===== config.mk =====
export PLATFORM = sky130hd
export DESIGN_NAME = cbp_adder_rr_scheduler_flat
export DESIGN_NICKNAME = d
export VERILOG_FILES = /design/src/rtl/cbp_adder_rr_scheduler_if.sv /design/src/rtl/cbp_adder_rr_scheduler.sv /design/src/flat_wrapper.sv
export SDC_FILE = /design/constraint.sdc
export NUM_CORES = 1
export LEC_CHECK = 0
export CAP_MARGIN = 30
export CORE_ASPECT_RATIO = 2
export CORE_MARGIN = 2
export CORE_UTILIZATION = 47
export CTS_BUF_LIST = sky130_fd_sc_hd__clkbuf_4 sky130_fd_sc_hd__clkbuf_8 sky130_fd_sc_hd__clkbuf_16
export DETAILED_ROUTE_END_ITERATION = 8
export GPL_TIMING_DRIVEN = 0
export PLACE_DENSITY = 0.83
export RECOVER_POWER = 50
export SLEW_MARGIN = 5
export SYNTH_ARGS = -nofsm -noshare
export SYNTH_HDL_FRONTEND = slang
export SYNTH_SLANG_ARGS = --single-unit

===== constraint.sdc =====
create_clock -name clk -period 21.3 [get_ports clk]
set_input_delay 4.26 -clock clk [delete_from_list [all_inputs] [get_ports clk]]
set_output_delay 4.26 -clock clk [all_outputs]
set_load 0.005 [all_outputs]

===== src/rtl/cbp_adder_rr_scheduler_if.sv =====
// Request/response bundle for cbp_adder_rr_scheduler.
// resp_ovf exists only when CBP_SCHED_OVF_EN is defined.
`timescale 1ns/1ps
interface cbp_adder_rr_scheduler_if #(
  parameter int NUM_BITS = 32,
  parameter int NUM_REQ  = 4,
  parameter int ID_W     = 2
) ();
  logic [NUM_REQ-1:0]          req_valid;
  logic [NUM_REQ-1:0]          req_ready;
  logic [NUM_REQ*NUM_BITS-1:0] req_a;
  logic [NUM_REQ*NUM_BITS-1:0] req_b;
  logic [NUM_REQ-1:0]          req_cin;
  logic                        resp_valid;
  logic                        resp_ready;
  logic [NUM_BITS-1:0]         resp_sum;
  logic                        resp_cout;
  logic [ID_W-1:0]             resp_id;
  logic                        busy;
`ifdef CBP_SCHED_OVF_EN
  logic                        resp_ovf;

  modport master (
    output req_valid, req_a, req_b, req_cin, resp_ready,
    input  req_ready, resp_valid, resp_sum, resp_cout,
    input  resp_id, busy, resp_ovf
  );

  modport slave (
    input  req_valid, req_a, req_b, req_cin, resp_ready,
    output req_ready, resp_valid, resp_sum, resp_cout,
    output resp_id, busy, resp_ovf
  );
`else
  modport master (
    output req_valid, req_a, req_b, req_cin, resp_ready,
    input  req_ready, resp_valid, resp_sum, resp_cout,
    input  resp_id, busy
  );

  modport slave (
    input  req_valid, req_a, req_b, req_cin, resp_ready,
    output req_ready, resp_valid, resp_sum, resp_cout,
    output resp_id, busy
  );
`endif
endinterface


===== src/rtl/cbp_adder_rr_scheduler.sv =====
// Round-robin scheduler sharing one carry-bypass adder among requesters.
// Define CBP_SCHED_OVF_EN to add the signed-overflow output resp_ovf.
`timescale 1ns/1ps
module cbp_adder_rr_scheduler #(
  parameter int NUM_BITS   = 32,
  parameter int NUM_STAGES = 4,
  parameter int NUM_REQ    = 4,
  parameter int ID_W       = 2
) (
  input logic clk,
  input logic rst_n,
  cbp_adder_rr_scheduler_if.slave bus
);

  typedef enum logic [1:0] {IDLE, CALC, RESP} state_t;

  state_t              state, nxt;
  logic [ID_W-1:0]     rr_ptr, gidx, nptr, id_reg;
  logic [NUM_REQ-1:0]  gnt;
  logic                found;
  logic [NUM_BITS-1:0] sel_a, sel_b, a_reg, b_reg;
  logic                sel_c, cin_reg;
  logic [NUM_BITS-1:0] sum, sum_q;
  logic                cout, cout_q;
  logic [ID_W-1:0]     id_q;
`ifdef CBP_SCHED_OVF_EN
  logic                ovf_q;
`endif

  // Upward search from rr_ptr, then wrap to the low requesters.
  always_comb begin
    gnt   = '0;
    gidx  = '0;
    nptr  = '0;
    found = 1'b0;
    sel_a = '0;
    sel_b = '0;
    sel_c = 1'b0;
    for (int i = 0; i < NUM_REQ; i++) begin
      if (!found && bus.req_valid[i] && i >= int'(rr_ptr)) begin
        found  = 1'b1;
        gnt[i] = 1'b1;
        gidx   = ID_W'(i);
        nptr   = ID_W'((i + 1) % NUM_REQ);
        sel_a  = bus.req_a[i*NUM_BITS +: NUM_BITS];
        sel_b  = bus.req_b[i*NUM_BITS +: NUM_BITS];
        sel_c  = bus.req_cin[i];
      end
    end
    for (int i = 0; i < NUM_REQ; i++) begin
      if (!found && bus.req_valid[i]) begin
        found  = 1'b1;
        gnt[i] = 1'b1;
        gidx   = ID_W'(i);
        nptr   = ID_W'((i + 1) % NUM_REQ);
        sel_a  = bus.req_a[i*NUM_BITS +: NUM_BITS];
        sel_b  = bus.req_b[i*NUM_BITS +: NUM_BITS];
        sel_c  = bus.req_cin[i];
      end
    end
  end

  // State register.
  always_ff @(posedge clk or negedge rst_n) begin
    if (!rst_n) state <= IDLE;
    else        state <= nxt;
  end

  // Next state and handshake outputs.
  always_comb begin
    nxt            = state;
    bus.req_ready  = '0;
    bus.resp_valid = 1'b0;
    bus.busy       = 1'b1;
    unique case (state)
      IDLE: begin
        bus.busy = 1'b0;
        if (found) begin
          bus.req_ready = gnt;
          nxt           = CALC;
        end
      end
      CALC: nxt = RESP;
      RESP: begin
        bus.resp_valid = 1'b1;
        if (bus.resp_ready) nxt = IDLE;
      end
      default: nxt = IDLE;
    endcase
  end

  // Operand capture on grant, result capture leaving CALC.
  always_ff @(posedge clk or negedge rst_n) begin
    if (!rst_n) begin
      a_reg   <= '0;
      b_reg   <= '0;
      cin_reg <= 1'b0;
      id_reg  <= '0;
      rr_ptr  <= '0;
      sum_q   <= '0;
      cout_q  <= 1'b0;
      id_q    <= '0;
`ifdef CBP_SCHED_OVF_EN
      ovf_q   <= 1'b0;
`endif
    end else begin
      if (state == IDLE && found) begin
        a_reg   <= sel_a;
        b_reg   <= sel_b;
        cin_reg <= sel_c;
        id_reg  <= gidx;
        rr_ptr  <= nptr;
      end
      if (state == CALC) begin
        sum_q  <= sum;
        cout_q <= cout;
        id_q   <= id_reg;
`ifdef CBP_SCHED_OVF_EN
        ovf_q  <= (a_reg[NUM_BITS-1] == b_reg[NUM_BITS-1]) &&
                  (sum[NUM_BITS-1] != a_reg[NUM_BITS-1]);
`endif
      end
    end
  end

  assign bus.resp_sum  = sum_q;
  assign bus.resp_cout = cout_q;
  assign bus.resp_id   = id_q;
`ifdef CBP_SCHED_OVF_EN
  assign bus.resp_ovf  = ovf_q;
`endif

  CarryBypassAdder #(
    .NUM_BITS   (NUM_BITS),
    .NUM_STAGES (NUM_STAGES)
  ) u_add (
    .a    (a_reg),
    .b    (b_reg),
    .cin  (cin_reg),
    .sum  (sum),
    .cout (cout)
  );

endmodule

module CarryBypassAdder #(
  parameter int NUM_BITS   = 32,
  parameter int NUM_STAGES = 4
) (
  input  logic [NUM_BITS-1:0] a,
  input  logic [NUM_BITS-1:0] b,
  input  logic                cin,
  output logic [NUM_BITS-1:0] sum,
  output logic                cout
);

  localparam int BW = NUM_BITS / NUM_STAGES;

  logic c, rc, p;

  // Ripple inside each block; a fully propagating block passes its carry-in.
  always_comb begin
    sum = '0;
    c   = cin;
    rc  = 1'b0;
    p   = 1'b0;
    for (int s = 0; s < NUM_STAGES; s++) begin
      p  = 1'b1;
      rc = c;
      for (int j = 0; j < BW; j++) begin
        p            = p & (a[s*BW+j] ^ b[s*BW+j]);
        sum[s*BW+j]  = a[s*BW+j] ^ b[s*BW+j] ^ rc;
        rc           = (a[s*BW+j] & b[s*BW+j]) |
                       (rc & (a[s*BW+j] ^ b[s*BW+j]));
      end
      c = p ? c : rc;
    end
    cout = c;
  end

endmodule


===== src/flat_wrapper.sv =====
// flat-port wrapper written by rule: the top's interface ports become plain ports
module cbp_adder_rr_scheduler_flat 
#(
  parameter int NUM_BITS   = 32,
  parameter int NUM_STAGES = 4,
  parameter int NUM_REQ    = 4,
  parameter int ID_W       = 2
)
  (clk, rst_n, bus_req_valid, bus_req_a, bus_req_b, bus_req_cin, bus_resp_ready, bus_req_ready, bus_resp_valid, bus_resp_sum, bus_resp_cout, bus_resp_id, bus_busy);
  cbp_adder_rr_scheduler_if #(.NUM_BITS(NUM_BITS), .NUM_REQ(NUM_REQ), .ID_W(ID_W)) bus_i ();
  input logic clk;
  input logic rst_n;
  input wire logic [$bits(bus_i.req_valid)-1:0] bus_req_valid;
  input wire logic [$bits(bus_i.req_a)-1:0] bus_req_a;
  input wire logic [$bits(bus_i.req_b)-1:0] bus_req_b;
  input wire logic [$bits(bus_i.req_cin)-1:0] bus_req_cin;
  input wire logic [$bits(bus_i.resp_ready)-1:0] bus_resp_ready;
  output wire logic [$bits(bus_i.req_ready)-1:0] bus_req_ready;
  output wire logic [$bits(bus_i.resp_valid)-1:0] bus_resp_valid;
  output wire logic [$bits(bus_i.resp_sum)-1:0] bus_resp_sum;
  output wire logic [$bits(bus_i.resp_cout)-1:0] bus_resp_cout;
  output wire logic [$bits(bus_i.resp_id)-1:0] bus_resp_id;
  output wire logic [$bits(bus_i.busy)-1:0] bus_busy;
  assign bus_i.req_valid = bus_req_valid;
  assign bus_i.req_a = bus_req_a;
  assign bus_i.req_b = bus_req_b;
  assign bus_i.req_cin = bus_req_cin;
  assign bus_i.resp_ready = bus_resp_ready;
  assign bus_req_ready = bus_i.req_ready;
  assign bus_resp_valid = bus_i.resp_valid;
  assign bus_resp_sum = bus_i.resp_sum;
  assign bus_resp_cout = bus_i.resp_cout;
  assign bus_resp_id = bus_i.resp_id;
  assign bus_busy = bus_i.busy;
  cbp_adder_rr_scheduler #(.NUM_BITS(NUM_BITS), .NUM_STAGES(NUM_STAGES), .NUM_REQ(NUM_REQ), .ID_W(ID_W)) u_core (.clk(clk), .rst_n(rst_n), .bus(bus_i));
endmodule

==> results of run 1 <==
-- kinds of logic after synthesis --
| group | share of synthesized area, % |
|---|---|
| mux | 4.254 |
| fa+ha+maj | 11.92 |
| flops | 30.37 |
| simple gates | 18.08 |
| compound gates | 29.69 |
| buf+inv | 5.687 |
-- worst max-delay path, delay by kind of cell (launching register included) --
kind | cells | cell delay, ns
flops | 1 | 0.48
fa+ha+maj | 32 | 14.54
compound gates | 5 | 0.83
simple gates | 1 | 0.17
mux | 1 | 0.36
buf+inv | 3 | 0.26
-- cells in the mapped netlist, drive strengths merged --
cell,number,area (µm²)
nand2b,6,37.54
a22o,1,8.760
o21a,2,15.01
and2,1,6.260
o31a,1,8.760
inv,10,37.53
nand3b,1,7.510
a21o,45,337.8
nor2,60,225.2
nand4,10,62.56
fa,32,640.6
ha,32,400.4
a311o,41,410.4
a221oi,24,210.2
nor3b,1,7.510
nor3,3,15.01
buf,44,206.5
or2,1,6.260
nand3,106,530.5
a221o,1,10.01
nand2,100,375.4
a31oi,26,162.7
mux2,33,371.6
nor2b,3,18.77
or3,19,118.9
a2111oi,8,70.07
and4,2,17.52
o22ai,65,406.6
a31o,1,8.760
o221ai,6,52.55
clkbuf,67,252.7
o21ai,6,30.03
a21boi,1,7.510
and3,24,150.1
dfrtp,106,2653
o31ai,61,457.9
a21oi,77,396.6
-- metrics by stage --
| step | instances | hold WS, ns |
|---|---|---|
| detailed placement | 1549 | 0.4803 |
| global placement | 1548 | 0.4672 |
| floorplan | 1027 | 0.4458 |
| finish | 1569 | 0.5002 |
| global route | 1569 | 0.5212 |
| CTS | 1565 | 0.4975 |
-- layout make-up --
class / instances / area, µm² / share of cell area [%]
buffer: 111 / 459.2 / 3.713
antenna: 4 / 10.01 / 0.08094
clock buffer: 9 / 225.2 / 1.821
timing repair buffer: 306 / 3050 / 24.67
tap: 216 / 270.3 / 2.185
inverter: 10 / 37.54 / 0.3035
sequential: 106 / 2653 / 21.45
clock inverter: 7 / 76.32 / 0.6172
multi-input combinational: 800 / 5585 / 45.16
-- worst paths after layout --
check	from	end	slack, ns
worst max-delay path	u_core.cin_reg$_DFFE_PN0P_	u_core.bus.resp_sum[31]$_DFFE_PN0N_	4.55
worst min-delay path	u_core.bus.resp_id[1]$_DFFE_PN0N_	u_core.bus.resp_id[1]$_DFFE_PN0N_	0.50
worst max register to register	u_core.cin_reg$_DFFE_PN0P_	u_core.bus.resp_sum[31]$_DFFE_PN0N_	4.55
worst min register to register	u_core.bus.resp_id[1]$_DFFE_PN0N_	u_core.bus.resp_id[1]$_DFFE_PN0N_	0.50
max in group asynchronous	rst_n	u_core.bus.resp_sum[10]$_DFFE_PN0N_	12.16
min in group asynchronous	rst_n	u_core.b_reg[15]$_DFFE_PN0P_	4.51
-- power by group --
group / switching [mW] / leakage [nW] / internal, mW
registers: 0.137 / 1.22 / 0.312
logic: 0.573 / 3.38 / 0.476
clock network: 0.0869 / 0.148 / 0.0925
-- per-layer routing --
| layer | GRT usage (%) | share of wire [%] |
|---|---|---|
| met4 | 40.18 | 11 |
| met2 | 71.04 | 49 |
| met1 | 43.97 | 30 |
| met5 | 0 | 0 |
| met3 | 8.901 | 9.9 |
==> key figures, run 1 <==
Outcome
  – Violated checks: capacitance limit, slew limit
  – Status: complete, but fails checks

Placed design
  – Dpl ws: 4.747 ns
  – Placed cell areas: 12090 µm²
  – Hpwl dp: 33490 µm
  – Gpl congestion: 0.9981
  – PortBufs: 305

Yosys
  – Mapped cell area: 8735 µm²
  – Syn avg cell area: 8.505 µm²
  – Warning count from the yosys run: 0
  – Post-Synthesis Cells: 1027
  – Synth Register Bits: 106
  – Post-Syn Nets: 1358
  – Yosys cell types: 42
  – Sequential area share after synthesis: 30.37%

Worst setup path
  – Biggest cell delay along the critical path: 0.50 ns
  – Startpoint Class: flip-flop
  – CP Data Required Time: 21.59 ns
  – Worst r2r path cells: 42
  – Critical-path top delay cell: fa_1
  – CP Capture Type: flip-flop
  – WS Path Type: flip-flop to flip-flop
  – Arr. time, crit path: 17.03 ns
  – Critical path peak fanout: 3
  – Cell mode on critical path: fa_1

Clock tree
  – CTS clk-pin slew, worst paths: 0.08 ns
  – Number of buffers on the longest clock path: 2
  – CTS resizes: 0
  – Clk Latency, worst-skew pair: 0.37 ns
  – CTS tree: built
  – Inserted Clock Buffers: 9
  – Cts hold-fix bufs: 0
  – Setup Fix Bufs, Post-CTS: 0
  – Clock sink count: 106
  – H-tree levels: 3
  – CTS root buf: clkbuf_16

Final layout
  – Post-layout nets: 1675
  – Share of layout cells above drive strength 1: 6.004%
  – Layout area overhead: 41.58%
  – Commonest cells after routing, fill and taps aside: 294 x clkdlybuf4s50_1, 106 x nand3_1, 106 x dfrtp_1
  – Design Area, Final: 12370 µm²
  – Final core occ: 67.88%
  – Fillers: 1561
  – Commonest non-fill, non-tap cell in the layout: clkdlybuf4s50_1

Timing
  – Fmax achieved: 59.72 MHz
  – Clk_skew: 0.01816 ns
  – Final worst slack: 4.555 ns
  – Fin crit share: 78.62%
  – Max Slew Vio Count: 109
  – Final Hold Fails: 0
  – RSZ-0062 raised after global routing: false
  – Min cycle time layout: 16.75 ns
  – Worst relative slew slack: -164.1%
  – Worst Tran Pin Value: 3.961 ns
  – Setup-failing EPs final: 0
  – TNS Setup: 0 ns

GRT
  – Vias in the first global route: 11033
  – Antenna violations before repair: 4
  – Global-route wire length before repair: 63260 µm
  – GRT Resource Usage Total: 42.94%
  – GRT overflow: 0
  – Largest net degree at the start of global routing: 71

Floorplanning
  – Num ports: 308
  – Starting Density: 47.95%
  – Cell Rows: 70
  – Die H: 196.8 µm
  – Area of the core: 18220 µm²
  – Die W: 100.4 µm
  – Die area: 19760 µm²

Detailed routing
  – Wire length per cell: 27.42 µm
  – Post-route DRC: 0
  – Routed wire length: 43020 µm
  – Vias per cell: 6.867
  – 1st-iter DRT viols: 1119
  – Antenna-violating nets left: 0
  – Drt first pass iters: 7
  – Vias: 10775

Power
  – Total power: 1.676 mW
  – Pwr/cell area: 135.5 nW/µm²
  – Lkg Pwr: 4.743 nW
  – Maximum VDD drop: 0.00006247 V

Job
  – Max-capacitance violation count: 2

Min path
  – Min-delay worst type: flip-flop to flip-flop
  – Hold Path Depth: 1
Note: power is estimated with default switching activity, not from simulation.
==> run 2: changes to the inputs <==
==> constraint.sdc (replaced) <==
create_clock -name clk -period 15.45 [get_ports clk]
set_input_delay 3.09 -clock clk [delete_from_list [all_inputs] [get_ports clk]]
set_output_delay 3.09 -clock clk [all_outputs]
set_load 0.005 [all_outputs]
==> key figures, run 2 (synthesis gave the netlist of run 1 again) <==
Clock tree
  – CTS clk-pin slew, worst paths: 0.08 ns (about the same)
  – H-tree levels: 3 (unchanged)
  – Clock sink count: 106 (unchanged)
  – Number of buffers on the longest clock path: 2 (unchanged)
  – Inserted Clock Buffers: 9 (unchanged)
  – CTS tree: built (unchanged)
  – CTS root buf: clkbuf_16 (unchanged)
  – Clk Latency, worst-skew pair: 0.37 ns (about the same)

Placed design
  – Gpl congestion: 0.9852 (was 0.9981)
  – Hpwl dp: 32960 µm (was 33490 µm)
  – Dpl cells: 1549 (unchanged)
  – PortBufs: 305 (unchanged)

Worst setup path
  – Arr. time, crit path: 15.34 ns (was 17.03 ns)
  – Reg2reg start: u_core.cin_reg$_DFFE_PN0P_ (unchanged)
  – Worst r2r dst: u_core.bus.resp_cout$_DFFE_PN0N_ (was u_core.bus.resp_sum[31]$_DFFE_PN0N_)
  – CP startpoint: u_core.cin_reg$_DFFE_PN0P_ (unchanged)
  – Startpoint Class: flip-flop (unchanged)
  – Biggest cell delay along the critical path: 0.47 ns (was 0.50 ns)
  – Worst r2r path cells: 43 (was 42)
  – Cell mode on critical path: fa_2 (was fa_1)
  – Critical path peak fanout: 2 (was 3)
  – CP Data Required Time: 15.71 ns (was 21.59 ns)
  – Flop2flop setup slack: 0.38 ns (was 4.55 ns)
  – CP Capture Type: flip-flop (unchanged)
  – WS Path Type: flip-flop to flip-flop (unchanged)
  – Critical-path top delay cell: dfrtp_1 (was fa_1)

Power
  – Int Power: 1.239 mW (was 880.0 µW)
  – Sequential power share: 26.9% (was 26.7%)
  – Comb power frac: 62.4% (was 62.5%)
  – Pwr/cell area: 187.6 nW/µm² (was 135.5 nW/µm²)
  – Switching power share of the total: 46.94% (was 47.50%)
  – NetSw: 1.096 mW (was 796.1 µW)
  – Clock Power Share: 10.7% (about the same)
  – Maximum VDD drop: 0.00008131 V (was 0.00006247 V)
  – Lkg Pwr: 4.735 nW (was 4.743 nW)

Timing
  – Min cycle time layout: 15.07 ns (was 16.75 ns)
  – Fmax achieved: 66.35 MHz (was 59.72 MHz)
  – Final Hold Fails: 0 (unchanged)
  – Max Slew Vio Count: 109 (unchanged)
  – Worst relative slew slack: -181.2% (was -164.1%)
  – Clk_skew: 0.01233 ns (was 0.01816 ns)
  – Setup-failing EPs final: 0 (unchanged)
  – Worst Tran Pin Value: 4.218 ns (was 3.961 ns)
  – TNS Setup: 0 ns (unchanged)
  – Fin crit share: 97.56% (was 78.62%)
  – RSZ-0062 raised after global routing: false (unchanged)

Detailed routing
  – 1st-iter DRT viols: 1122 (was 1119)
  – Post-route DRC: 0 (unchanged)
  – Wire length per cell: 26.81 µm (was 27.42 µm)
  – Vias per cell: 6.789 (was 6.867)
  – Routed wire length: 42040 µm (was 43020 µm)
  – Vias: 10645 (was 10775)
  – Antenna-violating nets left: 0 (unchanged)
  – Drt first pass iters: 6 (was 7)

GRT
  – Antenna violations before repair: 1 (was 4)
  – Largest net degree at the start of global routing: 78 (was 71)
  – GRT Resource Usage Total: 41.85% (was 42.94%)
  – Vias in the first global route: 10892 (was 11033)
  – GRT overflow: 0 (unchanged)
  – Global-route wire length before repair: 61910 µm (was 63260 µm)

Final layout
  – Commonest cells after routing, fill and taps aside: 294 x clkdlybuf4s50_1, 106 x nand3_1, 105 x dfrtp_1 (was 294 x clkdlybuf4s50_1, 106 x nand3_1, 106 x dfrtp_1)
  – Commonest non-fill, non-tap cell in the layout: clkdlybuf4s50_1 (unchanged)
  – Fin cells: 1568 (was 1569)
  – Post-layout nets: 1677 (was 1675)
  – Share of layout cells above drive strength 1: 8.068% (was 6.004%)
  – Layout area overhead: 42.54% (was 41.58%)

Floorplanning
  – Area of the core: 18220 µm² (unchanged)
  – Die W: 100.4 µm (unchanged)
  – Die area: 19760 µm² (unchanged)
  – Starting Density: 47.95% (unchanged)
  – Cell Rows: 70 (unchanged)
  – Die H: 196.8 µm (unchanged)
  – Num ports: 308 (unchanged)

Min path
  – Hold path endpoint: u_core.id_reg[1]$_DFFE_PN0P_ (was u_core.bus.resp_id[1]$_DFFE_PN0N_)
  – Hold Startpoint: u_core.id_reg[1]$_DFFE_PN0P_ (was u_core.bus.resp_id[1]$_DFFE_PN0N_)
  – Hold Path Depth: 1 (unchanged)
  – Min-delay worst type: flip-flop to flip-flop (unchanged)

Job
  – Max-capacitance violation count: 2 (unchanged)

Outcome
  – Status: complete, but fails checks (unchanged)
  – Violated checks: capacitance limit, slew limit (unchanged)
[run 2: cell count changes in the layout (fill, tap and decap cells not counted), sizes merged]
| cell | change |
|---|---|
| clkinvlp | +2 |
| inv | +1 |
| diode | -3 |
| buf | +2 |
| clkinv | -3 |
[run 2: what timing repair did]
| item | in CTS | in global routing |
|---|---|---|
| pin swaps | 2 | 2 |
| endpoints found under the hold margin | 0 | 0 |
| buffers inserted | 1 | 1 |
| endpoints found under the setup margin | 4 | 3 |
| hold buffers | 0 | 0 |
| gates resized for setup | 18 | 9 |
[run 2: area by class of cell]
cell class,instances,area [µm²]
Tap cell,216,270.3
Clock buffer,9,225.2
Clock inverter,7,83.83
Antenna cell,1,2.502
Fill cell,1537,5767
Multi-Input combinational cell,800,5653
Inverter,10,37.54
Timing Repair Buffer,308,3065
Sequential cell,106,2654
Buffer,111,459.2
[run 2: power groups by stage]
stage          Combinational, mW  Clock, mW  Sequential [mW]
2_1_floorplan              0.855          0            0.538
3_3_place_gp                1.34          0            0.609
3_5_place_dp                1.38          0            0.615
4_1_cts                     1.41      0.247            0.616
5_1_grt                     1.57      0.260            0.633
6_report                    1.46      0.250            0.629
[run 2: critical path: cells and delay by family (launching register included)]
kind	cells	cell delay (ns)
adder cells (fa/ha/maj)	32	12.88
AO/OA/AOI/OAI	5	0.84
flip-flops	1	0.47
multiplexers	1	0.33
buffers and inverters	3	0.25
AND/OR/NAND/NOR	2	0.15
[run 2: worst max-delay path by stage]
stage          slack (ns)                                   to  cells past startpoint
2_1_floorplan        0.03  u_core.bus.resp_sum[31]$_DFFE_PN0N_                     42
3_3_place_gp        -0.66     u_core.bus.resp_cout$_DFFE_PN0N_                     43
3_5_place_dp        -0.89  u_core.bus.resp_sum[31]$_DFFE_PN0N_                     42
4_1_cts              0.01  u_core.bus.resp_sum[31]$_DFFE_PN0N_                     42
5_1_grt              0.04  u_core.bus.resp_sum[31]$_DFFE_PN0N_                     42
6_report             0.38     u_core.bus.resp_cout$_DFFE_PN0N_                     43
[run 2: routing by layer]
metal	share of wire, %	vias to the layer above	global-route usage, %
li1	-	4536	-
met1	31	4974	44.08
met2	50	885	71.89
met3	9.0	250	6.206
met4	10	0	34.60
met5	0	-	0
[run 2: per-stage QoR]
| stage | area, µm² | setup WS [ns] | power (mW) | util (%) | hold slack, ns |
|---|---|---|---|---|---|
| after floorplan | 8742 | 0.03242 | 1.393 | - | 0.4458 |
| after global placement | 12070 | -0.6576 | 1.950 | 66.23 | 0.4610 |
| after detailed placement | 12090 | -0.8894 | 1.994 | 66.39 | 0.4665 |
| after CTS | 12450 | 0.01253 | 2.275 | 68.35 | 0.4824 |
| after global routing | 12450 | 0.03796 | 2.458 | 68.34 | 0.5114 |
| final | 12450 | 0.3773 | 2.335 | 68.34 | 0.4833 |
==> run 3: changes to the inputs <==
--- a/config.mk
+++ b/config.mk
@@ -8,11 +8,11 @@
 export CAP_MARGIN = 30
 export CORE_ASPECT_RATIO = 2
 export CORE_MARGIN = 2
-export CORE_UTILIZATION = 47
+export CORE_UTILIZATION = 50
 export CTS_BUF_LIST = sky130_fd_sc_hd__clkbuf_4 sky130_fd_sc_hd__clkbuf_8 sky130_fd_sc_hd__clkbuf_16
 export DETAILED_ROUTE_END_ITERATION = 8
 export GPL_TIMING_DRIVEN = 0
-export PLACE_DENSITY = 0.83
+export PLACE_DENSITY = 0.88
 export RECOVER_POWER = 50
 export SLEW_MARGIN = 5
 export SYNTH_ARGS = -nofsm -noshare
==> constraint.sdc (replaced) <==
create_clock -name clk -period 19.36 [get_ports clk]
set_input_delay 3.872 -clock clk [delete_from_list [all_inputs] [get_ports clk]]
set_output_delay 3.872 -clock clk [all_outputs]
set_load 0.005 [all_outputs]
==> key figures, run 3 (synthesis gave the netlist of run 1 again) <==
Outcome
  – Status: complete, but fails checks (unchanged)
  – Violated checks: capacitance limit, slew limit (unchanged)

Detailed routing
  – Routed wire length: 41680 µm (was 42040 µm)
  – Wire length per cell: 26.72 µm (was 26.81 µm)
  – Vias per cell: 6.956 (was 6.789)
  – Drt first pass iters: 6 (unchanged)
  – Antenna-violating nets left: 0 (unchanged)
  – Post-route DRC: 0 (unchanged)
  – Vias: 10852 (was 10645)
  – 1st-iter DRT viols: 1228 (was 1122)

Clock tree
  – H-tree levels: 3 (unchanged)
  – Number of buffers on the longest clock path: 2 (unchanged)
  – CTS resizes: 0 (was 18)
  – Clock sink count: 106 (unchanged)
  – CTS root buf: clkbuf_16 (unchanged)
  – Setup Fix Bufs, Post-CTS: 0 (was 1)
  – Clk Latency, worst-skew pair: 0.36 ns (was 0.37 ns)
  – Cts hold-fix bufs: 0 (unchanged)
  – CTS clk-pin slew, worst paths: 0.09 ns (was 0.08 ns)
  – Inserted Clock Buffers: 9 (unchanged)
  – CTS tree: built (unchanged)

Floorplanning
  – Cell Rows: 68 (was 70)
  – Die W: 97.46 µm (was 100.4 µm)
  – Num ports: 308 (unchanged)
  – Die area: 18610 µm² (was 19760 µm²)
  – Die H: 190.9 µm (was 196.8 µm)
  – Starting Density: 50.82% (was 47.95%)
  – Area of the core: 17190 µm² (was 18220 µm²)

Power
  – Lkg Pwr: 4.741 nW (was 4.735 nW)
  – Total power: 1.842 mW (was 2.335 mW)
  – Pwr/cell area: 149.1 nW/µm² (was 187.6 nW/µm²)
  – Clock Power Share: 10.6% (was 10.7%)
  – Maximum VDD drop: 0.00008375 V (was 0.00008131 V)
  – Int Power: 960.9 µW (was 1.239 mW)
  – NetSw: 881.2 µW (was 1.096 mW)
  – Switching power share of the total: 47.84% (was 46.94%)
  – Sequential power share: 26.7% (was 26.9%)
  – Comb power frac: 62.7% (was 62.4%)

Final layout
  – Commonest cells after routing, fill and taps aside: 294 x clkdlybuf4s50_1, 106 x nand3_1, 106 x dfrtp_1 (was 294 x clkdlybuf4s50_1, 106 x nand3_1, 105 x dfrtp_1)
  – Commonest non-fill, non-tap cell in the layout: clkdlybuf4s50_1 (unchanged)
  – Final core occ: 71.89% (was 68.34%)
  – Layout area overhead: 41.46% (was 42.54%)
  – Post-layout nets: 1675 (was 1677)
  – Fin cells: 1560 (was 1568)
  – Design Area, Final: 12360 µm² (was 12450 µm²)
  – Share of layout cells above drive strength 1: 6.004% (was 8.068%)

Timing
  – Setup-failing EPs final: 0 (unchanged)
  – Worst hold margin: 0.5039 ns (was 0.4833 ns)
  – Fin crit share: 85.75% (was 97.56%)
  – Final Hold Fails: 0 (unchanged)
  – Fmax achieved: 60.23 MHz (was 66.35 MHz)
  – TNS Setup: 0 ns (unchanged)
  – Final worst slack: 2.758 ns (was 0.3773 ns)
  – RSZ-0062 raised after global routing: false (unchanged)
  – Worst Tran Pin Value: 3.848 ns (was 4.218 ns)
  – Max Slew Vio Count: 109 (unchanged)
  – Clk_skew: 0.01524 ns (was 0.01233 ns)
  – Min cycle time layout: 16.60 ns (was 15.07 ns)
  – Worst relative slew slack: -156.5% (was -181.2%)

Worst setup path
  – Worst r2r path cells: 42 (was 43)
  – CP Capture Type: flip-flop (unchanged)
  – Biggest cell delay along the critical path: 0.51 ns (was 0.47 ns)
  – CP startpoint: u_core.cin_reg$_DFFE_PN0P_ (unchanged)
  – Flop2flop setup slack: 2.76 ns (was 0.38 ns)
  – WS Path Type: flip-flop to flip-flop (unchanged)
  – Startpoint Class: flip-flop (unchanged)
  – CP Data Required Time: 19.63 ns (was 15.71 ns)
  – Cell mode on critical path: fa_1 (was fa_2)
  – Critical path peak fanout: 3 (was 2)
  – Arr. time, crit path: 16.87 ns (was 15.34 ns)
  – Worst r2r dst: u_core.bus.resp_sum[31]$_DFFE_PN0N_ (was u_core.bus.resp_cout$_DFFE_PN0N_)
  – Critical-path top delay cell: fa_1 (was dfrtp_1)
  – Reg2reg start: u_core.cin_reg$_DFFE_PN0P_ (unchanged)
  – Setup crit end: u_core.bus.resp_sum[31]$_DFFE_PN0N_ (was u_core.bus.resp_cout$_DFFE_PN0N_)

GRT
  – GRT Resource Usage Total: 43.17% (was 41.85%)
  – Largest net degree at the start of global routing: 71 (was 78)
  – Vias in the first global route: 10961 (was 10892)
  – GRT overflow: 0 (unchanged)
  – Global-route wire length before repair: 61360 µm (was 61910 µm)
  – Antenna violations before repair: 1 (unchanged)

Job
  – Max-capacitance violation count: 2 (unchanged)

Min path
  – Hold Startpoint: u_core.bus.resp_sum[26]$_DFFE_PN0N_ (was u_core.id_reg[1]$_DFFE_PN0P_)
  – Min-delay worst type: flip-flop to flip-flop (unchanged)

Placed design
  – Dpl ws: 2.840 ns (was -0.8894 ns)
  – Dpl cells: 1543 (was 1549)
  – Placed cell areas: 12080 µm² (was 12090 µm²)
  – Gpl congestion: 1.010 (was 0.9852)
  – Hpwl dp: 32760 µm (was 32960 µm)
  – PortBufs: 305 (unchanged)
[run 3: cell count changes in the layout (fill, tap and decap cells not counted), moves of 2 or more]
cell	delta
fa_1	+24
fa_2	-24
buf_4	-2
clkinv_8	+2
clkinvlp_4	-2
o21ai_0	+2
[run 3: worst min-delay path by stage]
stage	to	slack (ns)	cells after the start
floorplan	u_core.id_reg[1]$_DFFE_PN0P_	0.45	1
global placement	u_core.bus.resp_sum[31]$_DFFE_PN0N_	0.46	2
detailed placement	u_core.bus.resp_sum[7]$_DFFE_PN0N_	0.49	1
CTS	u_core.id_reg[0]$_DFFE_PN0P_	0.51	1
global route	u_core.id_reg[0]$_DFFE_PN0P_	0.53	1
finish	u_core.bus.resp_sum[26]$_DFFE_PN0N_	0.50	1
[run 3: metal layers]
metal	track usage [%]	vias to the layer above	wire length (µm)
li1	-	4539	-
met1	43.46	5072	12660
met2	75.25	932	20610
met3	8.702	309	3882
met4	36.65	0	4522
met5	0	-	0
[run 3: cell type report]
class                   count  area (µm²)
repair buffers            306        3050
inverters                  10       37.54
diodes                      1       2.502
clock buffers               9       225.2
well taps                 210       262.8
fillers                  1366        4831
clock inverters             7       80.08
plain buffers             111       459.2
multi-input cells         800        5585
flip-flops and latches    106        2653
[run 3: worst max-delay path: cells and delay by family (launching register included)]
family | cells | cell delay [ns]
AOI/OAI and AO/OA | 5 | 0.78
adders and majority gates | 32 | 14.44
DFF | 1 | 0.48
muxes | 1 | 0.37
and+or+nand+nor | 1 | 0.14
buffers and inverters | 3 | 0.25
[run 3: power by group through the flow]
stage	logic (mW)	clock network (mW)	registers, mW
global route	1.24	0.201	0.497
finish	1.15	0.195	0.492
floorplan	0.680	0	0.429
CTS	1.13	0.193	0.482
global placement	1.09	0	0.479
detailed placement	1.13	0	0.485
